## src/rtl/rf_seq_pkg.sv

```systemverilog
// Shared types and widths for the RegisterFile write sequencer.
package rf_seq_pkg;

  localparam int unsigned RF_ADDR_W = 5;
  localparam int unsigned RF_DATA_W = 32;

  typedef enum logic [1:0] {
    IDLE   = 2'd0,
    SETUP  = 2'd1,
    STROBE = 2'd2,
    HOLD   = 2'd3
  } seq_state_t;

endpackage

```

## src/rtl/rr_arbiter2.sv

```systemverilog
// Two-way round-robin arbiter: on a tie the requester not served last wins.
module rr_arbiter2 (
  input  logic [1:0] valid,
  input  logic       last_grant,
  output logic [1:0] grant
);

  always_comb begin
    grant = '0;
    if (valid[0] && (!valid[1] || last_grant)) begin
      grant[0] = 1'b1;
    end else if (valid[1]) begin
      grant[1] = 1'b1;
    end
  end

endmodule

```

## src/rtl/regfile_write_sequencer.sv

```systemverilog
// Arbitrates ALU writeback (A) and load unit (B) onto the RegisterFile write
// port, sequencing each write as setup -> strobe -> hold.
module regfile_write_sequencer
  import rf_seq_pkg::*;
#(
  parameter int unsigned ADDR_W        = RF_ADDR_W,
  parameter int unsigned DATA_W        = RF_DATA_W,
  parameter int unsigned STROBE_CYCLES = 1
) (
  input  logic              clk,
  input  logic              reset,
  input  logic              a_valid,
  output logic              a_ready,
  input  logic [ADDR_W-1:0] a_reg,
  input  logic [DATA_W-1:0] a_data,
  input  logic              b_valid,
  output logic              b_ready,
  input  logic [ADDR_W-1:0] b_reg,
  input  logic [DATA_W-1:0] b_data,
  output logic              write,
  output logic [ADDR_W-1:0] register_no,
  output logic [DATA_W-1:0] reg_data,
  output logic              busy,
  output logic              last_grant
);

  localparam logic [3:0] CNT_INIT = 4'(STROBE_CYCLES - 1);

  seq_state_t        state_q, state_d;
  logic [3:0]        cnt_q, cnt_d;
  logic              write_d;
  logic [ADDR_W-1:0] register_no_d;
  logic [DATA_W-1:0] reg_data_d;
  logic              last_grant_d;
  logic [1:0]        grant;
  logic              idle;

  rr_arbiter2 u_arb (
    .valid      ({b_valid, a_valid}),
    .last_grant (last_grant),
    .grant      (grant)
  );

  assign idle    = (state_q == IDLE);
  assign a_ready = idle && !reset && grant[0];
  assign b_ready = idle && !reset && grant[1];
  assign busy    = !idle;

  // write is registered: it is computed one state ahead so the strobe
  // coincides exactly with the STROBE state.
  always_comb begin
    state_d       = state_q;
    cnt_d         = cnt_q;
    write_d       = 1'b0;
    register_no_d = register_no;
    reg_data_d    = reg_data;
    last_grant_d  = last_grant;
    case (state_q)
      IDLE: begin
        if (a_ready) begin
          register_no_d = a_reg;
          reg_data_d    = a_data;
          last_grant_d  = 1'b0;
          state_d       = SETUP;
        end else if (b_ready) begin
          register_no_d = b_reg;
          reg_data_d    = b_data;
          last_grant_d  = 1'b1;
          state_d       = SETUP;
        end
      end
      SETUP: begin
        state_d = STROBE;
        write_d = 1'b1;
        cnt_d   = CNT_INIT;
      end
      STROBE: begin
        if (cnt_q == 4'd0) begin
          state_d = HOLD;
        end else begin
          write_d = 1'b1;
          cnt_d   = cnt_q - 4'd1;
        end
      end
      HOLD: begin
        state_d = IDLE;
      end
    endcase
  end

  always_ff @(posedge clk) begin
    if (reset) begin
      state_q     <= IDLE;
      cnt_q       <= '0;
      write       <= 1'b0;
      register_no <= '0;
      reg_data    <= '0;
      last_grant  <= 1'b1;
    end else begin
      state_q     <= state_d;
      cnt_q       <= cnt_d;
      write       <= write_d;
      register_no <= register_no_d;
      reg_data    <= reg_data_d;
      last_grant  <= last_grant_d;
    end
  end

endmodule

```

## config.mk

```make
export PLATFORM = sky130hd
export DESIGN_NAME = regfile_write_sequencer
export DESIGN_NICKNAME = d
export VERILOG_FILES = /design/src/rtl/rf_seq_pkg.sv /design/src/rtl/rr_arbiter2.sv /design/src/rtl/regfile_write_sequencer.sv
export SDC_FILE = /design/constraint.sdc
export NUM_CORES = 1
export LEC_CHECK = 0
export CORE_MARGIN = 5
export CORE_UTILIZATION = 50
export CTS_CLUSTER_SIZE = 14
export DETAILED_ROUTE_END_ITERATION = 6
export DONT_BUFFER_PORTS = 1
export PLACE_DENSITY_LB_ADDON = 0.2
export SYNTH_ARGS = -nofsm -noshare
export SYNTH_HDL_FRONTEND = slang
export SYNTH_SLANG_ARGS = --single-unit
export TNS_END_PERCENT = 30
```

## constraint.sdc

```tcl
create_clock -name clk -period 1.97 [get_ports clk]
set_input_delay 0.0985 -clock clk [delete_from_list [all_inputs] [get_ports clk]]
set_output_delay 0.0985 -clock clk [all_outputs]
set_load 0.02 [all_outputs]
```

==> results.sh, run 1 <==
export IMPL_finalHoldViolations=0
export IMPL_initial_utilization=0.5114
export IMPL_placed_area_mm2=0.002220
export IMPL_synth_area_top_cells="dfxtp_1 41%, nand3_1 13%, a31oi_1 8.3%"
export IMPL_cts_buffers=5
export IMPL_place_ws_ns=0.3636
export IMPL_path_max_fanout=25
export IMPL_row_count=24
export IMPL_finalInstanceArea_mm2=0.003074
export IMPL_outcome="completed"
export IMPL_cts_root_buf="clkbuf_8"
export IMPL_fp_dieArea_mm2=0.005817
export IMPL_r2r_start="state_q[1]"
export IMPL_r2r_cells=6
export IMPL_grt_pass1_vias=2334
export IMPL_grt_ovfl_total=0
export IMPL_period_needed_ns=1.883
export IMPL_rsz0062_at_grt="false"
export IMPL_n_antenna_cell=0
export IMPL_cp_endpoint="b_ready"
export IMPL_r2r_slack_ns=0.31
export IMPL_fin_hold_ws_ns=0.01499
export IMPL_critPathLaunchType="flip-flop"
export IMPL_drv_slew=0
export IMPL_fp_dieH_um=76.27
export IMPL_yosysUniqueCellTypes=31
export IMPL_core_area_mm2=0.004294
export IMPL_max_slew_margin=0.5084
export IMPL_setup_viol=0
export IMPL_clk_pin_slew_worst_paths_ns=0.08
export IMPL_synthesis_nets=349
export IMPL_yosys_area_top_type_share=0.4103
export IMPL_grt_start_max_net_pins=35
export IMPL_synth_warning_count=0
export IMPL_drv_cap=0
export IMPL_grt_pass1_wl_mm=12.19
export IMPL_vias_per_cell=6.176
export IMPL_nets=411
export IMPL_seq_area_frac_synth=0.4103
export IMPL_cts_sinks=45
export IMPL_grt_use_total=0.2504
export IMPL_fin_setup_tns_ns=0
export IMPL_syn_cell_area_mm2=0.002196
export IMPL_power_density_mw_per_mm2=1091
export IMPL_grt_antenna_before_repair=0
export IMPL_clock_latency_ns=0.30
export IMPL_p_leak_nw=1.102
export IMPL_io_pins=120
export IMPL_avgSynthCellArea_um2=8.286
export IMPL_crit_start="state_q[1]"
export IMPL_hold_class="in -> reg"
export IMPL_dr_pass1_iters=4
export IMPL_antenna_left=0
export IMPL_worstSetupPathType="reg -> out"
export IMPL_h_tree_depth=2
export IMPL_gp_congestion=0.7982
export IMPL_setup_ws_ns=0.08719
export IMPL_finalClockSkew_ns=0.004923
export IMPL_num_vias=2347
export IMPL_drive_gt1_frac=0.07317
export IMPL_peakVddDrop_mv=0.6599
export IMPL_post_dp_hpwl_mm=4.334
export IMPL_drtIter0Drc=153
export IMPL_worst_pin_slew_ns=0.7358
export IMPL_min_period_over_period=0.9557
export IMPL_area_growth_pct=40.00
export IMPL_wl_mm=7.310
export IMPL_clk_path_buf_depth=2
export IMPL_drc_errors=0
export IMPL_portBuffers=0
export IMPL_synthCells=265
export IMPL_yosys_register_bits=45
export IMPL_synth_top_area_cell="dfxtp_1"
export IMPL_cts_tree="done"
export IMPL_end_kind="primary output"
export IMPL_fmax_ghz=0.5311
export IMPL_power_mw=3.355
export IMPL_required_ns=1.87
export IMPL_cp_arrival_ns=1.78
export IMPL_avgRoutedWirePerCell_um=19.24
export IMPL_fp_dieW_um=76.27
export IMPL_r2r_end="reg_data[21]"
==> layer usage <==
| layer | up-vias | routed length (µm) | global-route usage |
|---|---|---|---|
| met5 | - | 0 | 0 |
| met4 | 0 | 191 | 0.08566 |
| met3 | 20 | 553 | 0.08156 |
| met2 | 115 | 3795 | 0.4264 |
| met1 | 1110 | 2771 | 0.2936 |
| li1 | 1102 | - | - |
==> cell usage in the layout, fill, tap and decap left out <==
| cell type | n |
|---|---|
| nor4_1 | 1 |
| a22oi_2 | 1 |
| or2_2 | 1 |
| a211o_1 | 1 |
| o32ai_1 | 1 |
| o21bai_1 | 1 |
| bufinv_16 | 2 |
| dfxtp_1 | 45 |
| nor2b_1 | 3 |
| o211a_1 | 1 |
| buf_4 | 11 |
| a31oi_1 | 29 |
| nand2_1 | 5 |
| o31ai_1 | 10 |
| inv_2 | 1 |
| and2_1 | 1 |
| buf_12 | 2 |
| mux2i_1 | 10 |
| nand4_1 | 3 |
| clkinv_2 | 1 |
| dlygate4sd3_1 | 70 |
| o31a_1 | 2 |
| nand2b_1 | 2 |
| nand3_1 | 57 |
| or3b_1 | 1 |
| clkbuf_8 | 5 |
| inv_1 | 7 |
| a21oi_1 | 12 |
| and3b_1 | 2 |
| o21ai_0 | 30 |
| nor2_1 | 4 |
| ha_1 | 6 |
==> state kept, by name, summed over array words and instances, names as in the netlist <==
register / count
reg_data: 32
register_no: 5
cnt_q: 4
state_q: 2
last_grant: 1
write: 1
==> per-stage QoR <==
step	util	std cells
6_report	0.7159	380
5_1_grt	0.7159	380
4_1_cts	0.7159	380
3_5_place_dp	0.5169	301
3_3_place_gp	0.5169	301
2_1_floorplan	-	265
==> final cells by class <==
cell class,count,area [µm²]
Sequential cell,45,900.9
Clock inverter,3,65.06
Multi-Input combinational cell,184,1121
Fill cell,328,1220
Tap cell,52,65.06
Clock buffer,5,68.82
Timing Repair Buffer,83,823.3
Inverter,8,30.03
==> how the worst min path moves through the flow <==
stage          startpoint              to  slack, ns  cells past startpoint
6_report       b_data[25]    reg_data[25]       0.01                      2
5_1_grt        b_data[25]    reg_data[25]      0.008                      2
4_1_cts        b_data[25]    reg_data[25]     0.0005                      2
3_5_place_dp        reset  register_no[4]       0.18                      1
3_3_place_gp        reset  register_no[2]       0.18                      1
2_1_floorplan   a_data[0]     reg_data[0]       0.27                      2
==> where the power goes <==
part	total, mW	switching (mW)	internal [mW]
sequential	1.41	0.322	1.09
clock	0.826	0.322	0.504
combinational	1.12	0.670	0.450
total	3.36	1.31	2.04
==> logic make-up after synthesis <==
kind of cell | count (synthesis) | synth area share
and+or+nand+nor | 80 | 0.1886
buffers and inverters | 36 | 0.07919
AOI/OAI and AO/OA | 88 | 0.2422
adders and majority gates | 6 | 0.03419
muxes | 10 | 0.04559
DFF | 45 | 0.4103
==> synthesized netlist by cell type <==
library cell,number
nand3_1,57
dfxtp_1,45
o21ai_0,30
a31oi_1,29
clkbuf_1,15
a21oi_1,12
mux2i_1,10
o31ai_1,10
inv_1,8
buf_2,7
ha_1,6
nand2_1,5
nor2_1,4
buf_4,3
nand4_1,3
nor2b_1,3
and3b_1,2
nand2b_1,2
o31a_1,2
a211o_1,1
a22oi_2,1
and2_1,1
buf_1,1
buf_6,1
buf_8,1
nor4_1,1
o211a_1,1
o21bai_1,1
o32ai_1,1
or2_2,1
or3b_1,1
==> critical path, stage by stage (launching register included) <==
cell     delay, ns
dfxtp_1       0.34
inv_1         0.11
ha_1          0.31
and3b_1       0.27
buf_12        0.19
and2_1        0.26
==> timing repair <==
action,CTS,global route
gates resized for setup,0,1
endpoints found under the setup margin,0,1
setup buffers,0,0
hold buffers,71,0
endpoints found under the hold margin,42,0
Note: power is estimated with default switching activity, not from simulation.
==> inputs of run 2 (changes only) <==
--- a/config.mk
+++ b/config.mk
@@ -7,10 +7,13 @@
 export LEC_CHECK = 0
 export CORE_MARGIN = 5
 export CORE_UTILIZATION = 50
+export CTS_CLUSTER_DIAMETER = 30
 export CTS_CLUSTER_SIZE = 14
 export DETAILED_ROUTE_END_ITERATION = 6
 export DONT_BUFFER_PORTS = 1
 export PLACE_DENSITY_LB_ADDON = 0.2
+export SETUP_SLACK_MARGIN = 0.5
+export SLEW_MARGIN = 20
 export SYNTH_ARGS = -nofsm -noshare
 export SYNTH_HDL_FRONTEND = slang
 export SYNTH_SLANG_ARGS = --single-unit
==> results.sh, run 2 (same netlist as run 1, synthesis figures left out) <==
export IMPL_outcome="completed"
export IMPL_portBuffers=0
export IMPL_place_ws_ns=0.4238
export IMPL_drv_cap=0
export IMPL_p_leak_nw=1.130
export IMPL_avgRoutedWirePerCell_um=18.42
export IMPL_p_switching_mw=1.334
export IMPL_grt_pass1_wl_mm=11.56
export IMPL_drc_errors=0
export IMPL_setup_viol=0
export IMPL_cts_sinks=45
export IMPL_grt_antenna_before_repair=0
export IMPL_fp_dieW_um=76.27
export IMPL_grt_use_total=0.2379
export IMPL_pwr_share_comb=0.387
export IMPL_critPathLaunchType="flip-flop"
export IMPL_min_period_over_period=0.7446
export IMPL_largest_reg_flops=32
export IMPL_fp_dieArea_mm2=0.005817
export IMPL_hold_class="in -> reg"
export IMPL_gp_congestion=0.8283
export IMPL_power_density_mw_per_mm2=1059
export IMPL_clk_pin_slew_worst_paths_ns=0.09
export IMPL_io_pins=120
export IMPL_clockPowerShare=0.191
export IMPL_area_growth_pct=43.25
export IMPL_worst_pin_slew_ns=0.6550
export IMPL_fin_setup_tns_ns=0
export IMPL_cts_tree="done"
export IMPL_core_area_mm2=0.004294
export IMPL_cts_buffers=5
export IMPL_post_dp_hpwl_mm=4.090
export IMPL_end_kind="primary output"
export IMPL_dr_pass1_iters=4
export IMPL_finalInstanceArea_mm2=0.003146
export IMPL_netSwitchingFraction=0.4006
export IMPL_wl_met2_mm=3.656
export IMPL_drv_slew=0
export IMPL_fin_cells=385
export IMPL_p_seq_frac=0.422
export IMPL_nets=416
export IMPL_cts_root_buf="clkbuf_8"
export IMPL_finalClockSkew_ns=0.004141
export IMPL_power_mw=3.331
export IMPL_row_count=24
export IMPL_routed_top_layer="met4"
export IMPL_n_antenna_cell=0
export IMPL_wl_met3_um=624
export IMPL_wl_mm=7.090
export IMPL_setup_ws_ns=0.5031
export IMPL_nFillCells=306
export IMPL_grt_start_max_net_pins=35
export IMPL_rsz0062_at_grt="true"
export IMPL_post_route_util=0.7325
export IMPL_placed_area_mm2=0.002198
export IMPL_finalHoldViolations=0
export IMPL_clk_path_buf_depth=2
export IMPL_peakVddDrop_mv=0.5944
export IMPL_grt_ovfl_total=0
export IMPL_max_slew_margin=0.5624
export IMPL_grt_pass1_vias=2278
export IMPL_fp_dieH_um=76.27
export IMPL_worstSetupPathType="reg -> out"
export IMPL_dp_cells=298
export IMPL_initial_utilization=0.5114
export IMPL_drive_gt1_frac=0.1321
export IMPL_num_vias=2370
export IMPL_drtIter0Drc=198
export IMPL_internal_power_mw=1.996
export IMPL_period_needed_ns=1.467
export IMPL_h_tree_depth=2
export IMPL_regMostFlops="reg_data"
export IMPL_clock_latency_ns=0.30
export IMPL_antenna_left=0
export IMPL_required_ns=1.87
export IMPL_cp_arrival_ns=1.37
export IMPL_path_max_fanout=4
export IMPL_met1Wirelength_mm=2.624
export IMPL_fin_hold_ws_ns=0.003969
export IMPL_reg_top3="reg_data: 32 flops, register_no: 5 flops, cnt_q: 4 flops"
export IMPL_final_common_cell="dlygate4sd3_1"
export IMPL_final_cell_mix="68 x dlygate4sd3_1, 57 x nand3_1, 42 x dfxtp_1, 30 x o21ai_0, 29 x a31oi_1"
export IMPL_vias_per_cell=6.156
export IMPL_fmax_ghz=0.6817
## run 2: changes by cell type in the layout (fill, tap and decap cells not counted), moves of 2 or more
cell,change
buf_6,+2
and3b_1,-2
bufinv_16,-2
inv_1,-4
inv_2,+4
dfxtp_1,-3
dlygate4sd3_1,-2
clkbuf_8,+2
and3b_2,+2
dfxtp_2,+3
buf_4,+3
## run 2: power by group through the flow
stage                     clock network, mW  logic (mW)  registers (mW)
after floorplan                           0       0.831            1.38
after global placement                    0       0.965            1.42
after detailed placement                  0       0.976            1.43
after CTS                             0.641        1.26            1.40
after global routing                  0.690        1.41            1.42
final                                 0.636        1.29            1.41
## run 2: worst max-delay path, cell delays in order (launching register included)
cell,delay [ns]
dfxtp_2,0.35
inv_2,0.05
ha_4,0.16
and3b_2,0.23
buf_12,0.13
and2_4,0.15
## run 2: layer usage
| metal | up-vias | track usage |
|---|---|---|
| li1 | 1116 | - |
| met1 | 1111 | 0.2768 |
| met2 | 125 | 0.4024 |
| met3 | 18 | 0.07447 |
| met4 | 0 | 0.09615 |
| met5 | - | 0 |
## run 2: final timing paths
| kind | cells after the start | to | slack, ns | from |
|---|---|---|---|---|
| worst max-delay path | 5 | b_ready | 0.50 | state_q[1] |
| worst min-delay path | 2 | reg_data[25] | 0.004 | b_data[25] |
| worst max register to register | 7 | reg_data[31] | 0.53 | state_q[1] |
| worst min register to register | 2 | cnt_q[3] | 0.54 | cnt_q[3] |
## run 2: what timing repair did
action                                 4_1_cts  5_1_grt
endpoints found under the hold margin       42        0
pin swaps                                    3        1
setup endpoints to repair                   25       42
buffers inserted                             9        0
hold buffers                                69        0
resized for setup                           15        6
gates cloned                                 1        0
## run 2: layout make-up
type | count | area, µm² | area share
clock buffers | 7 | 96.34 | 0.03063
clock inverters | 1 | 5.005 | 0.001591
inverters | 8 | 30.03 | 0.009547
multi-input cells | 184 | 1149 | 0.3652
flip-flops and latches | 45 | 904.6 | 0.2876
well taps | 52 | 65.06 | 0.02068
repair buffers | 88 | 895.9 | 0.2848
==> inputs of run 3 (changes only) <==
==> constraint.sdc (replaced) <==
create_clock -name clk -period 1.3 [get_ports clk]
set_input_delay 0.065 -clock clk [delete_from_list [all_inputs] [get_ports clk]]
set_output_delay 0.065 -clock clk [all_outputs]
set_load 0.02 [all_outputs]
==> results.sh, run 3 (same netlist as run 1, synthesis figures left out) <==
export IMPL_place_ws_ns=-0.1007
export IMPL_setup_viol=45
export IMPL_dr_pass1_iters=4
export IMPL_clock_latency_ns=0.30
export IMPL_area_growth_pct=38.75
export IMPL_initial_utilization=0.5114
export IMPL_critPathLaunchType="flip-flop"
export IMPL_placed_area_mm2=0.002380
export IMPL_reg_top3="reg_data: 32 flops, register_no: 5 flops, cnt_q: 4 flops"
export IMPL_cp_num_buf_inv=3
export IMPL_rsz0062_at_grt="true"
export IMPL_routed_top_layer="met4"
export IMPL_row_count=24
export IMPL_fin_hold_ws_ns=-0.1744
export IMPL_peakVddDrop_mv=1.122
export IMPL_finalClockSkew_ns=0.004585
export IMPL_portBuffers=0
export IMPL_max_slew_margin=0.6798
export IMPL_wl_met2_mm=3.837
export IMPL_regMostFlops="reg_data"
export IMPL_finalInstanceArea_mm2=0.003047
export IMPL_drv_cap=0
export IMPL_grt_antenna_before_repair=0
export IMPL_violations="negative hold slack, negative setup slack"
export IMPL_grt_ovfl_total=0
export IMPL_crit_slowest_cell="dfxtp_2"
export IMPL_fp_dieW_um=76.27
export IMPL_nets=387
export IMPL_outcome="complete, but fails checks"
export IMPL_grt_start_max_net_pins=41
export IMPL_p_leak_nw=1.051
export IMPL_drtIter0Drc=199
export IMPL_post_dp_hpwl_mm=4.336
export IMPL_fp_dieArea_mm2=0.005817
export IMPL_num_vias=2279
export IMPL_wl_met3_um=659
export IMPL_drc_errors=0
export IMPL_hold_class="in -> reg"
export IMPL_cts_buffers=5
export IMPL_fmax_ghz=0.6716
export IMPL_avgRoutedWirePerCell_um=20.96
export IMPL_vias_per_cell=6.402
export IMPL_worstSetupPathType="reg -> reg"
export IMPL_end_kind="flip-flop"
export IMPL_met1Wirelength_mm=2.791
export IMPL_n_antenna_cell=0
export IMPL_path_max_fanout=6
export IMPL_required_ns=1.53
export IMPL_cts_tree="done"
export IMPL_largest_reg_flops=32
export IMPL_grt_use_total=0.2376
export IMPL_h_tree_depth=2
export IMPL_grt_pass1_wl_mm=11.43
export IMPL_finalHoldViolations=33
export IMPL_grt_pass1_vias=2216
export IMPL_crit_chain="inv_4 -> ha_4 -> and3b_2 -> buf_12 -> buf_4 -> mux2i_4 -> a21oi_2"
export IMPL_drv_slew=0
export IMPL_drive_gt1_frac=0.3257
export IMPL_clk_pin_slew_worst_paths_ns=0.09
export IMPL_fp_dieH_um=76.27
export IMPL_min_period_over_period=1.145
export IMPL_cts_root_buf="clkbuf_8"
export IMPL_io_pins=120
export IMPL_clk_path_buf_depth=2
export IMPL_worst_pin_slew_ns=0.4782
export IMPL_final_common_cell="nand3_1"
export IMPL_core_area_mm2=0.004294
export IMPL_power_density_mw_per_mm2=1845
export IMPL_wl_mm=7.460
export IMPL_cts_hold_buf=18
export IMPL_cts_sinks=45
export IMPL_final_cell_mix="42 x nand3_1, 36 x dfxtp_1, 29 x o21ai_0, 28 x a31oi_1, 27 x buf_4"
export IMPL_antenna_left=0
export IMPL_gp_congestion=0.7880
export IMPL_setup_ws_ns=-0.1890
export IMPL_path_delay_family="flip-flops"
export IMPL_period_needed_ns=1.489
export IMPL_critPathMaxStageDelay_ns=0.36
export IMPL_cp_arrival_ns=1.71
==> run 3: changes by cell type in the layout (fill, tap and decap cells not counted), sizes merged <==
| cell | delta |
|---|---|
| dlygate4sd3 | -50 |
| buf | +20 |
| clkinvlp | +1 |
| clkinv | -1 |
| inv | -1 |
| clkbuf | +1 |
| bufinv | +1 |
==> run 3: per-stage QoR <==
step	util	cells	setup TNS, ns	total power [mW]
after CTS	0.6652	351	-1.693	5.282
after global placement	0.5542	315	-0.6739	3.911
after floorplan	-	265	-0.8261	3.391
after global routing	0.7095	356	-6.281	5.929
after detailed placement	0.5542	315	-1.476	3.926
final	0.7095	356	-3.030	5.620
==> run 3: report_power, final <==
group / switching [mW] / total, mW / internal [mW]
Combinational: 1.28 / 2.39 / 1.11
Sequential: 0.462 / 2.13 / 1.66
Clock: 0.481 / 1.11 / 0.627
Total: 2.22 / 5.62 / 3.40
==> run 3: worst reg2reg max path, delay by kind of cell (launching register included) <==
| family | cells | cell delay, ns |
|---|---|---|
| AOI/OAI and AO/OA | 1 | 0.14 |
| adders and majority gates | 1 | 0.16 |
| buffers and inverters | 3 | 0.33 |
| DFF | 1 | 0.36 |
| muxes | 1 | 0.18 |
| and+or+nand+nor | 1 | 0.24 |
==> run 3: routing by layer <==
layer  vias up  GRT usage
li1       1054          -
met1      1100     0.2686
met2       108     0.3981
met3        17    0.09693
met4         0    0.08916
met5         -          0
==> run 3: cell type report <==
type,count,area (µm²)
clock buffers,7,86.33
clock inverters,1,30.03
fillers,325,1247
inverters,8,38.79
multi-input cells,184,1320
flip-flops and latches,45,914.6
well taps,52,65.06
repair buffers,59,591.8
==> run 3: final timing paths <==
path	startpoint	end	slack, ns	cells past startpoint
worst min register to register	reg_data[5]	reg_data[5]	0.54	2
worst max-delay path	state_q[0]	reg_data[23]	-0.19	7
worst max register to register	state_q[0]	reg_data[23]	-0.19	7
worst min-delay path	reset	cnt_q[3]	-0.17	1
==> run 3: repair_timing <==
action / 4_1_cts / 5_1_grt
endpoints found under the setup margin: 87 / 84
pin swaps: 22 / 41
setup buffers: 8 / 4
hold endpoints to repair: 42 / 33
resized for setup: 32 / 31
cloned: 2 / 1
